==> config.mk <==
export PLATFORM = sky130hd
export DESIGN_NAME = axi_write_router
export DESIGN_NICKNAME = d
export VERILOG_FILES = /design/src/rtl/axi_wr_pkg.sv /design/src/rtl/axi_write_router.sv
export SDC_FILE = /design/constraint.sdc
export NUM_CORES = 1
export LEC_CHECK = 0
export ABC_AREA = 0
export CAP_MARGIN = 0
export CORE_MARGIN = 10
export CORE_UTILIZATION = 36
export CTS_BUF_LIST = sky130_fd_sc_hd__clkbuf_8
export DETAILED_ROUTE_END_ITERATION = 10
export PLACE_DENSITY_LB_ADDON = 0.3
export SYNTH_ARGS = -nofsm -noshare
export SYNTH_HDL_FRONTEND = slang
export SYNTH_SLANG_ARGS = --single-unit
==> constraint.sdc <==
create_clock -name ACLK -period 3.25 [get_ports ACLK]
set_input_delay 0.4875 -clock ACLK [delete_from_list [all_inputs] [get_ports ACLK]]
set_output_delay 0.4875 -clock ACLK [all_outputs]
set_load 0.05 [all_outputs]
==> src/rtl/axi_wr_pkg.sv <==
// Shared constants for the AXI write routing stage: FSM encoding, the no-slave
// index and the response codes.
package axi_wr_pkg;

    typedef logic [2:0] wr_state_t;

    localparam wr_state_t ST_IDLE  = 3'd0;
    localparam wr_state_t ST_AW    = 3'd1;
    localparam wr_state_t ST_W     = 3'd2;
    localparam wr_state_t ST_B     = 3'd3;
    localparam wr_state_t ST_ERR_W = 3'd4;
    localparam wr_state_t ST_ERR_B = 3'd5;

    localparam int        NUM_S_DEFAULT = 8;
    localparam logic [3:0] NO_SLAVE     = 4'(NUM_S_DEFAULT);

    localparam logic [1:0] RESP_OKAY   = 2'b00;
    localparam logic [1:0] RESP_DECERR = 2'b11;

endpackage

==> src/rtl/axi_write_router.sv <==
// Routes one outstanding AXI write (AW, W, B) between the granted master and the
// addressed slave; unmapped grants are absorbed and answered with DECERR.
module axi_write_router
    import axi_wr_pkg::*;
#(
    parameter int NUM_M   = 3,
    parameter int NUM_S   = NUM_S_DEFAULT,
    parameter int ID_BITS = 4
) (
    input  logic                       ACLK,
    input  logic                       ARESET,
    input  logic                       grant_valid,
    input  logic [1:0]                 grant_m,
    input  logic [3:0]                 grant_s,
    input  logic [NUM_M*ID_BITS-1:0]   AWID_M,
    input  logic [NUM_M-1:0]           AWVALID_M,
    input  logic [NUM_M-1:0]           WVALID_M,
    input  logic [NUM_M-1:0]           WLAST_M,
    input  logic [NUM_M-1:0]           BREADY_M,
    output logic [NUM_M-1:0]           AWREADY_M,
    output logic [NUM_M-1:0]           WREADY_M,
    output logic [NUM_M-1:0]           BVALID_M,
    output logic [1:0]                 BRESP_M,
    output logic [ID_BITS-1:0]         BID_M,
    output logic [NUM_S-1:0]           AWVALID_S,
    output logic [NUM_S-1:0]           WVALID_S,
    output logic [NUM_S-1:0]           BREADY_S,
    input  logic [NUM_S-1:0]           AWREADY_S,
    input  logic [NUM_S-1:0]           WREADY_S,
    input  logic [NUM_S-1:0]           BVALID_S,
    input  logic [NUM_S*2-1:0]         BRESP_S,
    input  logic [NUM_S*ID_BITS-1:0]   BID_S,
    output logic [1:0]                 sel_m,
    output logic [3:0]                 sel_s,
    output logic                       busy
);

    localparam int S_W = $clog2(NUM_S);

    wr_state_t            r_state;
    wr_state_t            w_state_d;
    logic [1:0]           r_sel_m;
    logic [3:0]           r_sel_s;
    logic [ID_BITS-1:0]   r_awid;
    logic                 r_busy;

    logic                 w_mapped;
    logic [S_W-1:0]       w_s;

    // Any index at or above NUM_S is treated as unmapped, so w_s is only used when mapped.
    assign w_mapped = int'(r_sel_s) < NUM_S;
    assign w_s      = r_sel_s[S_W-1:0];

    assign sel_m = r_sel_m;
    assign sel_s = r_sel_s;
    assign busy  = r_busy;

    always_comb begin
        AWREADY_M = '0;
        WREADY_M  = '0;
        BVALID_M  = '0;
        BRESP_M   = '0;
        BID_M     = '0;
        AWVALID_S = '0;
        WVALID_S  = '0;
        BREADY_S  = '0;
        w_state_d = r_state;
        case (r_state)
            ST_IDLE: begin
                if (grant_valid) w_state_d = ST_AW;
            end
            ST_AW: begin
                if (w_mapped) begin
                    AWVALID_S[w_s]     = AWVALID_M[r_sel_m];
                    AWREADY_M[r_sel_m] = AWREADY_S[w_s];
                    if (AWVALID_M[r_sel_m] && AWREADY_S[w_s]) w_state_d = ST_W;
                end else begin
                    AWREADY_M[r_sel_m] = AWVALID_M[r_sel_m];
                    if (AWVALID_M[r_sel_m]) w_state_d = ST_ERR_W;
                end
            end
            ST_W: begin
                WVALID_S[w_s]     = WVALID_M[r_sel_m];
                WREADY_M[r_sel_m] = WREADY_S[w_s];
                if (WVALID_M[r_sel_m] && WREADY_S[w_s] && WLAST_M[r_sel_m]) w_state_d = ST_B;
            end
            ST_B: begin
                BVALID_M[r_sel_m] = BVALID_S[w_s];
                BREADY_S[w_s]     = BREADY_M[r_sel_m];
                BRESP_M           = BRESP_S[w_s*2 +: 2];
                BID_M             = BID_S[w_s*ID_BITS +: ID_BITS];
                if (BVALID_S[w_s] && BREADY_M[r_sel_m]) w_state_d = ST_IDLE;
            end
            ST_ERR_W: begin
                // Beats of an unmapped write are swallowed until WLAST.
                WREADY_M[r_sel_m] = 1'b1;
                if (WVALID_M[r_sel_m] && WLAST_M[r_sel_m]) w_state_d = ST_ERR_B;
            end
            ST_ERR_B: begin
                BVALID_M[r_sel_m] = 1'b1;
                BRESP_M           = RESP_DECERR;
                BID_M             = r_awid;
                if (BREADY_M[r_sel_m]) w_state_d = ST_IDLE;
            end
            default: w_state_d = ST_IDLE;
        endcase
    end

    always_ff @(posedge ACLK or posedge ARESET) begin
        if (ARESET) begin
            r_state <= ST_IDLE;
            r_sel_m <= '0;
            r_sel_s <= '0;
            r_awid  <= '0;
            r_busy  <= 1'b0;
        end else begin
            r_state <= w_state_d;
            r_busy  <= (w_state_d != ST_IDLE);
            if (r_state == ST_IDLE && grant_valid) begin
                r_sel_m <= grant_m;
                r_sel_s <= grant_s;
                r_awid  <= AWID_M[grant_m*ID_BITS +: ID_BITS];
            end
        end
    end

endmodule

==> results of run 1 <==
==> registers in the layout, summed over array words and instances (netlist names) <==
name / flops
sel_m: 2
r_state: 3
sel_s: 4
r_awid: 4
busy: 1
==> cells by family after synthesis <==
kind of cell | count (synthesis) | share of synthesized area
muxes | 36 | 0.264
AOI/OAI and AO/OA | 55 | 0.210
and+or+nand+nor | 100 | 0.270
DFF | 14 | 0.194
buffers and inverters | 23 | 0.0623
==> final cells by class <==
type | count | area, um^2 | area share
timing repair buffer | 155 | 1530 | 0.451
inverter | 6 | 22.5 | 0.00664
sequential | 14 | 350 | 0.103
tap | 67 | 83.8 | 0.0247
clock buffer | 4 | 55.1 | 0.0162
multi-input combinational | 191 | 1350 | 0.398
==> cell usage after synthesis (all sizes together), types with 2 or more instances <==
cell     instances
a211oi           2
a21o             2
a21oi           20
a221oi           2
a22o             2
a22oi            4
a2bb2oi          2
and2             3
buf              9
clkbuf           8
clkinv           2
dfrtp           14
inv              4
mux2            13
mux2i           16
mux4             7
nand2           17
nand2b           7
nand3            4
nand3b           4
nor2            44
nor2b            6
nor3             5
o211ai           2
o21a             2
o21ai            8
o221ai           2
o2bb2ai          2
o31ai            2
or3              2
==> worst min-delay path by stage <==
stage                          startpoint                     to  slack (ns)  depth (start not counted)
CTS                 r_awid[0]$_DFFE_PP0P_  r_awid[0]$_DFFE_PP0P_        0.55                          2
global route        r_awid[0]$_DFFE_PP0P_  r_awid[0]$_DFFE_PP0P_        0.58                          2
detailed placement  r_awid[3]$_DFFE_PP0P_  r_awid[3]$_DFFE_PP0P_        0.54                          2
floorplan                          ARESET         busy$_DFF_PP0_        0.38                          1
global placement    r_awid[3]$_DFFE_PP0P_  r_awid[3]$_DFFE_PP0P_        0.53                          2
finish              r_awid[0]$_DFFE_PP0P_  r_awid[0]$_DFFE_PP0P_        0.55                          2
==> per-layer routing <==
metal  wire, um  global-route usage  share of wire  vias up
met5          0                   0              0        -
met4        112              0.0379          0.014        0
met3        563              0.0432          0.069       10
met2       4150               0.342           0.51      117
met1       3330               0.222           0.41     1048
li1           -                   -              -     1114
==> power by group through the flow <==
stage / clock, uW / combinational [uW] / sequential (uW)
finish: 160 / 1900 / 436
detailed placement: 0 / 1900 / 438
CTS: 164 / 1900 / 435
global placement: 0 / 1860 / 433
global route: 172 / 2040 / 463
floorplan: 0 / 1260 / 475
==> stage by stage <==
stage	worst slack, ns	hold slack [ns]	instance area [um^2]	std cells	utilization
4_1_cts	0.391	0.554	3390	437	0.709
3_5_place_dp	0.391	0.538	3340	433	0.697
5_1_grt	0.296	0.584	3390	437	0.709
2_1_floorplan	0.0695	0.377	1810	228	-
6_report	0.388	0.548	3390	437	0.709
3_3_place_gp	0.448	0.529	3340	433	0.697
==> critical path: stages <==
cell	delay, ns
sky130_fd_sc_hd__clkdlybuf4s50_1	0.40
sky130_fd_sc_hd__mux2_1	0.33
sky130_fd_sc_hd__mux4_2	0.48
sky130_fd_sc_hd__o21ai_1	0.33
sky130_fd_sc_hd__a211oi_1	0.14
sky130_fd_sc_hd__buf_4	0.21
==> out/qor.log, run 1 <==
[logic_synthesis] dominant synthesized flop cell sky130_fd_sc_hd__dfrtp_1
[clocking] CTS clock-pin slew for the worst setup and hold paths 0.05 ns
[final_layout] NumNets Final 476
[place] post-detail-place hpwl 7030 um
[clocking] number of H-tree levels 1
[sta] RSZ-0062 raised after global routing no
[logic_synthesis] flip-flop and latch count after synthesis 14
[global_routing] initial antenna violation count 0
[sta] final critical delay including setup and external delays 2.86 ns
[sta] Max transition margin 0.640
[clocking] # clock sinks 14
[sta] Setup-failing EPs final 0
[power] combinational share of power 0.761
[hold_path] Hold Crit Class reg2reg
[setup_path] internal reg-to-reg setup slack 0.84 ns
[global_routing] global-route wire length before repair 12900 um
[drt] routed wirelength normalized by instance count 18.6 um
[final_layout] number of inserted diodes 0
[logic_synthesis] Post-synth ARST share 1.00
[power] Internal 1200 uW
[clocking] maximum root-to-sink buffer count 2
[final_layout] fraction of layout cells with a size suffix above 1 0.195
[logic_synthesis] number of nets in the synthesized netlist 333
[sta] upper clock frequency limit 0.349 GHz
[clocking] Num CTS Buffers 3
[drt] number of design-rule violations left by the first detailed-router iteration 124
[final_layout] most frequent cells in the layout 111 x sky130_fd_sc_hd__clkdlybuf4s50_1, 44 x sky130_fd_sc_hd__nor2_1, 37 x sky130_fd_sc_hd__buf_4
[logic_synthesis] register area share after synthesis 0.194
[power] Sw Pwr 1290 uW
[clocking] PostCTS Resize Cnt 0
[sta] number of hold violations in the final report 0
[final_layout] growth of design area from synthesis to finish 87.6%
[die] row count 25
[sta] Final TNS setup 0 ns
[drt] remaining design rule violation count 0
[power] post-layout power 2490 uW
[die] core footprint 4790 um^2
[drt] vias post-DR 2289
[run_status] result of the run finished, final reports clean
[power] net switching fraction of the power 0.518
[die] Chip Width 90.9 um
[setup_path] reg2reg end busy$_DFF_PP0_
[logic_synthesis] synthesized area 1810 um^2
[logic_synthesis] largest cells by area after synthesis sky130_fd_sc_hd__dfrtp_1 19%, sky130_fd_sc_hd__nor2_1 9.1%, sky130_fd_sc_hd__mux4_2 8.7%, sky130_fd_sc_hd__mux2i_1 8.3%, sky130_fd_sc_hd__a21oi_1 5.5%
[setup_path] arrival time reported for the critical path endpoint 2.37 ns
[global_routing] overall track demand over capacity in global routing 0.190
[logic_synthesis] number of warnings printed during yosys synthesis 0
[setup_path] type of destination of the critical path primary output
[power] worst supply voltage drop on vdd 0.514 mV
[sta] post-route clock period utilization 0.881
[drt] final wirelength 8150 um
[clocking] post-CTS repair timing setup buffer count 0
[setup_path] Setup crit start BVALID_S[2]
[clocking] clock tree from TritonCTS built
[die] vertical extent of the die 90.9 um
[sta] slew at the pin closest to its max-slew limit 0.539 ns
[logic_synthesis] distinct cell type count of the synthesized netlist 48
[power] proportion of power drawn by flip-flops and latches 0.175
[setup_path] Critical R2R Launch sel_s[2]$_DFFE_PP0P_
[place] I/O Buffers 150
[die] area of the die 8260 um^2
[logic_synthesis] cell type with the largest total area after synthesis sky130_fd_sc_hd__dfrtp_1
[drt] remaining number of nets flagged by the antenna check after routing 0
[sta] maximum clock skew at final layout 0.00268 ns
[power] proportion of power drawn by the clock network 0.064
[power] total power divided by cell area 735 nW/um^2
[setup_path] length in cells of the worst reg-to-reg path 6
[clocking] CTS Hold Bufs 0
[global_routing] largest net degree at the start of global routing 37
[logic_synthesis] cells after synthesis 228
[setup_path] required time of the critical path 2.76 ns
[logic_synthesis] syn_area_per_cell 7.93 um^2
[place] final RePlAce weighted congestion 0.844
[global_routing] number of global-route vias before repair 2434
[clocking] Clk Tree Root Cell sky130_fd_sc_hd__clkbuf_8
[die] I/O pin total 151
[global_routing] aggregate global routing overflow 0
[sta] Pins Over Slew Limit 0
[final_layout] most common library cell in the layout ignoring fill and taps sky130_fd_sc_hd__clkdlybuf4s50_1
[logic_synthesis] Post-synth EDFFs 0
[die] effective utilization at floorplan 0.378
[power] total leakage power 0.00136 uW
[clocking] Clock Latency Late Sink 0.24 ns
[logic_synthesis] area share of the largest cell type after synthesis 0.194
[setup_path] endpoint of the worst setup timing path BVALID_M[2]
[setup_path] maximum fanout along the worst path 3
[drt] 1st-pass router iterations 5
[setup_path] Worst setup SP type primary input
[drt] routed via count divided by cell count 5.24
[flow_run] max-cap violations 0
[final_layout] number of fill cells 404
[setup_path] critical path class in2out
Note: power is estimated with default switching activity, not from simulation.
==> run 2: changes to the inputs <==
- clock period: 3.25 -> 3.65 ns (I/O delays scaled with it)
==> out/qor.log, run 2 (same netlist as run 1, synthesis figures left out) <==
[setup_path] maximum fanout along the worst path 8 [+5]
[power] total leakage power 0.00130 uW [-3.8%]
[power] combinational share of power 0.750 [-0.011]
[final_layout] most common library cell in the layout ignoring fill and taps sky130_fd_sc_hd__clkdlybuf4s50_1
[power] Sw Pwr 1140 uW [-12%]
[setup_path] Critical Path, Cell by Cell clkdlybuf4s50_1 > mux2i_1 > a2bb2oi_1 > or3_1 > nor3_1 > clkdlybuf4s50_1
[sta] Max transition margin 0.550 [-0.0896]
[sta] post-route clock period utilization 0.899
[final_layout] number of fill cells 391 [-3.2%]
[setup_path] Bufs and invs on worst path 2 [unchanged]
[drt] remaining number of nets flagged by the antenna check after routing 0 [unchanged]
[clocking] PostCTS Resize Cnt 0 [unchanged]
[clocking] Clock Latency Late Sink 0.24 ns [about the same]
[drt] 1st-pass router iterations 4 [-1]
[sta] maximum clock skew at final layout 0.00441 ns [+0.00173 ns]
[global_routing] largest net degree at the start of global routing 20 [-46%]
[setup_path] kind of cell with the highest combined delay on the critical path buffers and inverters
[clocking] CTS Hold Bufs 0 [unchanged]
[clocking] Clk Tree Root Cell sky130_fd_sc_hd__clkbuf_8
[sta] number of hold violations in the final report 0 [unchanged]
[final_layout] final standard cell count with taps included and fillers excluded 439 [+0.46%]
[final_layout] fraction of layout cells with a size suffix above 1 0.132 [-0.0629]
[die] Chip Width 90.9 um [unchanged]
[sta] Setup-failing EPs final 0 [unchanged]
[place] I/O Buffers 150 [unchanged]
[flow_run] max-cap violations 0 [unchanged]
[drt] routed wirelength normalized by instance count 18.3 um [-1.9%]
[power] proportion of power drawn by the clock network 0.066 [+0.002]
[sta] RSZ-0062 raised after global routing no
[global_routing] aggregate global routing overflow 0 [unchanged]
[die] vertical extent of the die 90.9 um [unchanged]
[sta] final critical delay including setup and external delays 3.28 ns
[setup_path] required time of the critical path 3.10 ns [+0.34 ns]
[die] area of the die 8260 um^2 [unchanged]
[hold_path] Hold Crit Class reg2reg
[sta] Final TNS setup 0 ns [unchanged]
[power] proportion of power drawn by flip-flops and latches 0.183 [+0.008]
[sta] Pins Over Slew Limit 0 [unchanged]
[setup_path] most common cell type on the critical path sky130_fd_sc_hd__clkdlybuf4s50_1
[die] I/O pin total 151 [unchanged]
[setup_path] cell type of the slowest stage on the worst timing path sky130_fd_sc_hd__clkdlybuf4s50_1
[place] final RePlAce weighted congestion 0.799 [-5.3%]
[sta] upper clock frequency limit 0.305 GHz
[place] post-detail-place hpwl 6930 um [-1.3%]
[power] total power divided by cell area 641 nW/um^2 [-13%]
[global_routing] number of global-route vias before repair 2419 [-0.62%]
[final_layout] most frequent cells in the layout 136 x sky130_fd_sc_hd__clkdlybuf4s50_1, 44 x sky130_fd_sc_hd__nor2_1, 20 x sky130_fd_sc_hd__a21oi_1
[die] core footprint 4790 um^2 [unchanged]
[drt] remaining design rule violation count 0 [unchanged]
[setup_path] type of destination of the critical path primary output
[clocking] clock tree from TritonCTS built
[power] post-layout power 2200 uW [-12%]
[drt] number of design-rule violations left by the first detailed-router iteration 146 [+18%]
[power] worst supply voltage drop on vdd 0.394 mV [-23%]
[final_layout] number of inserted diodes 0 [unchanged]
[global_routing] initial antenna violation count 0 [unchanged]
[die] row count 25 [unchanged]
[power] net switching fraction of the power 0.519 [+0.00105]
[setup_path] biggest cell delay along the critical path 0.83 ns [+0.35 ns]
[place] post-placement cell count 435 [+0.46%]
[die] effective utilization at floorplan 0.378 [unchanged]
[drt] final wirelength 8030 um [-1.4%]
[run_status] result of the run finished, final reports clean
[clocking] CTS clock-pin slew for the worst setup and hold paths 0.06 ns [about the same]
[setup_path] Worst setup SP type primary input
[setup_path] critical path class in2out
[setup_path] arrival time reported for the critical path endpoint 2.73 ns [+0.36 ns]
[final_layout] growth of design area from synthesis to finish 89.8%
[sta] slew at the pin closest to its max-slew limit 0.675 ns [+0.136 ns]
[clocking] post-CTS repair timing setup buffer count 0 [unchanged]
[global_routing] global-route wire length before repair 12500 um [-3.3%]
[clocking] Num CTS Buffers 3 [unchanged]
[clocking] # clock sinks 14 [unchanged]
[clocking] number of H-tree levels 1 [unchanged]
[drt] vias post-DR 2286 [-0.13%]
[global_routing] overall track demand over capacity in global routing 0.183 [-0.00644]
[clocking] maximum root-to-sink buffer count 2 [unchanged]
[drt] routed via count divided by cell count 5.21 [-0.59%]
[power] Internal 1060 uW [-12%]
[final_layout] NumNets Final 478 [+0.42%]
[run 2: cell count changes in the layout (fill, tap and decap cells not counted), sizes merged]
| cell | before | now |
|---|---|---|
| buf | 44 | 21 |
| clkdlybuf4s50 | 111 | 136 |
[run 2: final cells by class]
class                   count  area [um^2]  share of cell area
multi-input cells         191         1350               0.394
well taps                  67         83.8              0.0244
flip-flops and latches     14          350               0.102
inverters                   6         22.5             0.00656
clock buffers               4         55.1              0.0160
repair buffers            157         1570               0.457
[run 2: per-stage QoR]
step / area [um^2] / hold slack [ns] / setup slack (ns) / util
2_1_floorplan: 1810 / 0.437 / 0.410 / -
3_3_place_gp: 3380 / 0.511 / 0.460 / 0.706
3_5_place_dp: 3380 / 0.524 / 0.381 / 0.706
4_1_cts: 3430 / 0.537 / 0.373 / 0.717
5_1_grt: 3430 / 0.558 / 0.215 / 0.717
6_report: 3430 / 0.535 / 0.370 / 0.717
[run 2: worst paths after layout]
path / start / end / slack, ns / cells past startpoint
setup / recovery: WVALID_M[1] / WVALID_S[3] / 0.37 / 6
hold / removal: r_awid[3]$_DFFE_PP0P_ / r_awid[3]$_DFFE_PP0P_ / 0.53 / 2
setup reg to reg: sel_s[2]$_DFFE_PP0P_ / busy$_DFF_PP0_ / 1.20 / 5
hold reg to reg: r_awid[3]$_DFFE_PP0P_ / r_awid[3]$_DFFE_PP0P_ / 0.53 / 2
max in group asynchronous: ARESET / r_awid[1]$_DFFE_PP0P_ / 2.66 / 2
min in group asynchronous: ARESET / r_awid[3]$_DFFE_PP0P_ / 0.64 / 2
[run 2: metal layers]
metal  vias up  track usage  wire length (um)
li1       1117            -                 -
met1      1051        0.206              3250
met2       106        0.330              4000
met3        12       0.0490               645
met4         0       0.0483               136
met5         -            0                 0
[run 2: power by group through the flow]
stage,sequential [uW],combinational [uW],clock [uW]
3_3_place_gp,404,1620,0
2_1_floorplan,423,1120,0
4_1_cts,403,1660,151
3_5_place_dp,407,1650,0
6_report,403,1650,146
5_1_grt,422,1770,159
[run 2: worst reg2reg max path: stages, from the launching register on]
cell,delay [ns]
sky130_fd_sc_hd__dfrtp_1,0.77
sky130_fd_sc_hd__mux2_2,0.42
sky130_fd_sc_hd__a221oi_2,0.25
sky130_fd_sc_hd__o221ai_2,0.14
sky130_fd_sc_hd__and3_1,0.19
sky130_fd_sc_hd__or4b_1,0.54
==> run 3: changes to the inputs <==
- CORE_ASPECT_RATIO: default -> 1.1
==> out/qor.log, run 3 (same netlist as run 1, synthesis figures left out) <==
[run_status] result of the run finished, final reports clean
[sta] Setup-failing EPs final 0 [unchanged]
[setup_path] critical path class reg2out
[sta] post-route clock period utilization 0.907 [+0.00856]
[setup_path] reg2reg end busy$_DFF_PP0_
[drt] 1st-pass router iterations 4 [unchanged]
[clocking] post-CTS repair timing setup buffer count 0 [unchanged]
[sta] maximum clock skew at final layout 0.00146 ns [-0.00295 ns]
[final_layout] most frequent cells in the layout 136 x sky130_fd_sc_hd__clkdlybuf4s50_1, 44 x sky130_fd_sc_hd__nor2_1, 20 x sky130_fd_sc_hd__a21oi_1
[die] effective utilization at floorplan 0.367 [-0.0112]
[drt] final wirelength 8290 um [+3.2%]
[die] core footprint 4930 um^2 [+3.1%]
[power] combinational share of power 0.748 [-0.002]
[sta] Pins Over Slew Limit 0 [unchanged]
[final_layout] NumNets Final 476 [-0.42%]
[sta] slew at the pin closest to its max-slew limit 0.775 ns [+0.0999 ns]
[final_layout] number of inserted diodes 0 [unchanged]
[clocking] number of H-tree levels 1 [unchanged]
[clocking] Clock Latency Late Sink 0.25 ns [about the same]
[global_routing] global-route wire length before repair 12700 um [+1.8%]
[clocking] clock tree from TritonCTS built
[sta] number of hold violations in the final report 0 [unchanged]
[power] proportion of power drawn by flip-flops and latches 0.182 [about the same]
[power] Internal 1050 uW [-0.56%]
[hold_path] hold path start r_awid[1]$_DFFE_PP0P_
[drt] routed wirelength normalized by instance count 19.4 um [+5.9%]
[die] row count 27 [+8.0%]
[power] worst supply voltage drop on vdd 0.482 mV [+22%]
[place] I/O Buffers 150 [unchanged]
[setup_path] endpoint of the worst setup timing path AWVALID_S[3]
[hold_path] Hold Crit Class reg2reg
[clocking] CTS clock-pin slew for the worst setup and hold paths 0.06 ns [about the same]
[die] area of the die 8260 um^2 [about the same]
[place] post-placement cell count 424 [-2.5%]
[die] I/O pin total 151 [unchanged]
[die] vertical extent of the die 94.3 um [+3.8%]
[place] post-detail-place hpwl 7110 um [+2.6%]
[setup_path] internal reg-to-reg setup slack 1.20 ns [about the same]
[clocking] PostCTS Resize Cnt 0 [unchanged]
[global_routing] largest net degree at the start of global routing 30 [+50%]
[setup_path] arrival time reported for the critical path endpoint 2.76 ns [+0.03 ns]
[clocking] maximum root-to-sink buffer count 2 [unchanged]
[final_layout] growth of design area from synthesis to finish 89.8% [about the same]
[clocking] CTS Hold Bufs 0 [unchanged]
[final_layout] most common library cell in the layout ignoring fill and taps sky130_fd_sc_hd__clkdlybuf4s50_1
[clocking] # clock sinks 14 [unchanged]
[final_layout] fraction of layout cells with a size suffix above 1 0.127 [-0.00469]
[final_layout] final standard cell count with taps included and fillers excluded 428 [-2.5%]
[setup_path] required time of the critical path 3.10 ns [about the same]
[global_routing] overall track demand over capacity in global routing 0.193 [+0.0100]
[final_layout] number of fill cells 398 [+1.8%]
[flow_run] max-cap violations 0 [unchanged]
[sta] RSZ-0062 raised after global routing no
[drt] remaining design rule violation count 0 [unchanged]
[global_routing] number of global-route vias before repair 2392 [-1.1%]
[power] total power divided by cell area 640 nW/um^2 [-0.12%]
[global_routing] aggregate global routing overflow 0 [unchanged]
[setup_path] length in cells of the worst reg-to-reg path 6 [+1]
[drt] remaining number of nets flagged by the antenna check after routing 0 [unchanged]
[place] final RePlAce weighted congestion 0.836 [+4.6%]
[final_layout] Final Cell Area 3430 um^2 [about the same]
[clocking] Num CTS Buffers 3 [unchanged]
[power] Sw Pwr 1140 uW [+0.21%]
[drt] vias post-DR 2306 [+0.87%]
[sta] Max transition margin 0.484 [-0.0666]
[power] net switching fraction of the power 0.521 [+0.00194]
[sta] Final TNS setup 0 ns [unchanged]
[die] Chip Width 87.6 um [-3.6%]
[setup_path] type of destination of the critical path primary output
[drt] routed via count divided by cell count 5.39 [+3.5%]
[power] total leakage power 0.00130 uW [-0.32%]
[setup_path] Critical R2R Launch sel_s[2]$_DFFE_PP0P_
[setup_path] Setup crit start r_state[0]$_DFF_PP0_
[power] proportion of power drawn by the clock network 0.070 [+0.004]
[place] total placed instance area 3380 um^2 [about the same]
[drt] number of design-rule violations left by the first detailed-router iteration 207 [+42%]
[clocking] Clk Tree Root Cell sky130_fd_sc_hd__clkbuf_8
[setup_path] Worst setup SP type flip-flop
[sta] upper clock frequency limit 0.302 GHz [-0.94%]
[global_routing] initial antenna violation count 0 [unchanged]
[sta] final critical delay including setup and external delays 3.31 ns [+0.0313 ns]
[setup_path] maximum fanout along the worst path 9 [+1]
[run 3: cell types whose count changed in the layout (fill, tap and decap cells not counted)]
| cell | previous run | this run |
|---|---|---|
| sky130_fd_sc_hd__buf_4 | 17 | 13 |
| sky130_fd_sc_hd__buf_12 | 4 | 6 |
[run 3: layout make-up]
class | instances | area (um^2) | share of cell area
Clock buffer | 4 | 55.1 | 0.0160
Multi-Input combinational cell | 191 | 1350 | 0.394
Inverter | 6 | 22.5 | 0.00656
Tap cell | 58 | 72.6 | 0.0212
Timing Repair Buffer | 155 | 1580 | 0.460
Sequential cell | 14 | 350 | 0.102
[run 3: worst min path at each step]
stage,end,slack [ns],cells after the start
CTS,r_awid[1]$_DFFE_PP0P_,0.53,2
global placement,r_awid[3]$_DFFE_PP0P_,0.51,2
global route,r_awid[3]$_DFFE_PP0P_,0.58,2
finish,r_awid[1]$_DFFE_PP0P_,0.52,2
floorplan,busy$_DFF_PP0_,0.44,1
detailed placement,r_awid[1]$_DFFE_PP0P_,0.51,2
[run 3: power by group through the flow]
stage                     Combinational, uW  Sequential (uW)  Clock, uW
after floorplan                        1120              423          0
after global placement                 1620              401          0
after detailed placement               1640              403          0
after CTS                              1650              400        158
after global routing                   1760              425        164
final                                  1640              400        153
[run 3: critical path: stages, from the launching register on]
cell and delay (ns):
sky130_fd_sc_hd__dfrtp_1 0.54, sky130_fd_sc_hd__or3b_2 0.50, sky130_fd_sc_hd__nor2_1 0.14, sky130_fd_sc_hd__nand2_1 0.24, sky130_fd_sc_hd__nor3_1 0.24, sky130_fd_sc_hd__clkdlybuf4s50_1 0.86
[run 3: per-stage QoR]
stage | worst slack [ns] | hold WS, ns | util | total power (uW)
finish | 0.339 | 0.523 | 0.696 | 2200
global route | 0.143 | 0.578 | 0.696 | 2350
CTS | 0.330 | 0.527 | 0.696 | 2200
detailed placement | 0.361 | 0.515 | 0.684 | 2040
global placement | 0.441 | 0.506 | 0.684 | 2020
floorplan | 0.410 | 0.437 | - | 1540
[run 3: routing by layer]
| metal | routed length (um) | track usage |
|---|---|---|
| met1 | 3180 | 0.223 |
| met2 | 4100 | 0.337 |
| met3 | 803 | 0.0451 |
| met4 | 211 | 0.0705 |
| met5 | 0 | 0 |
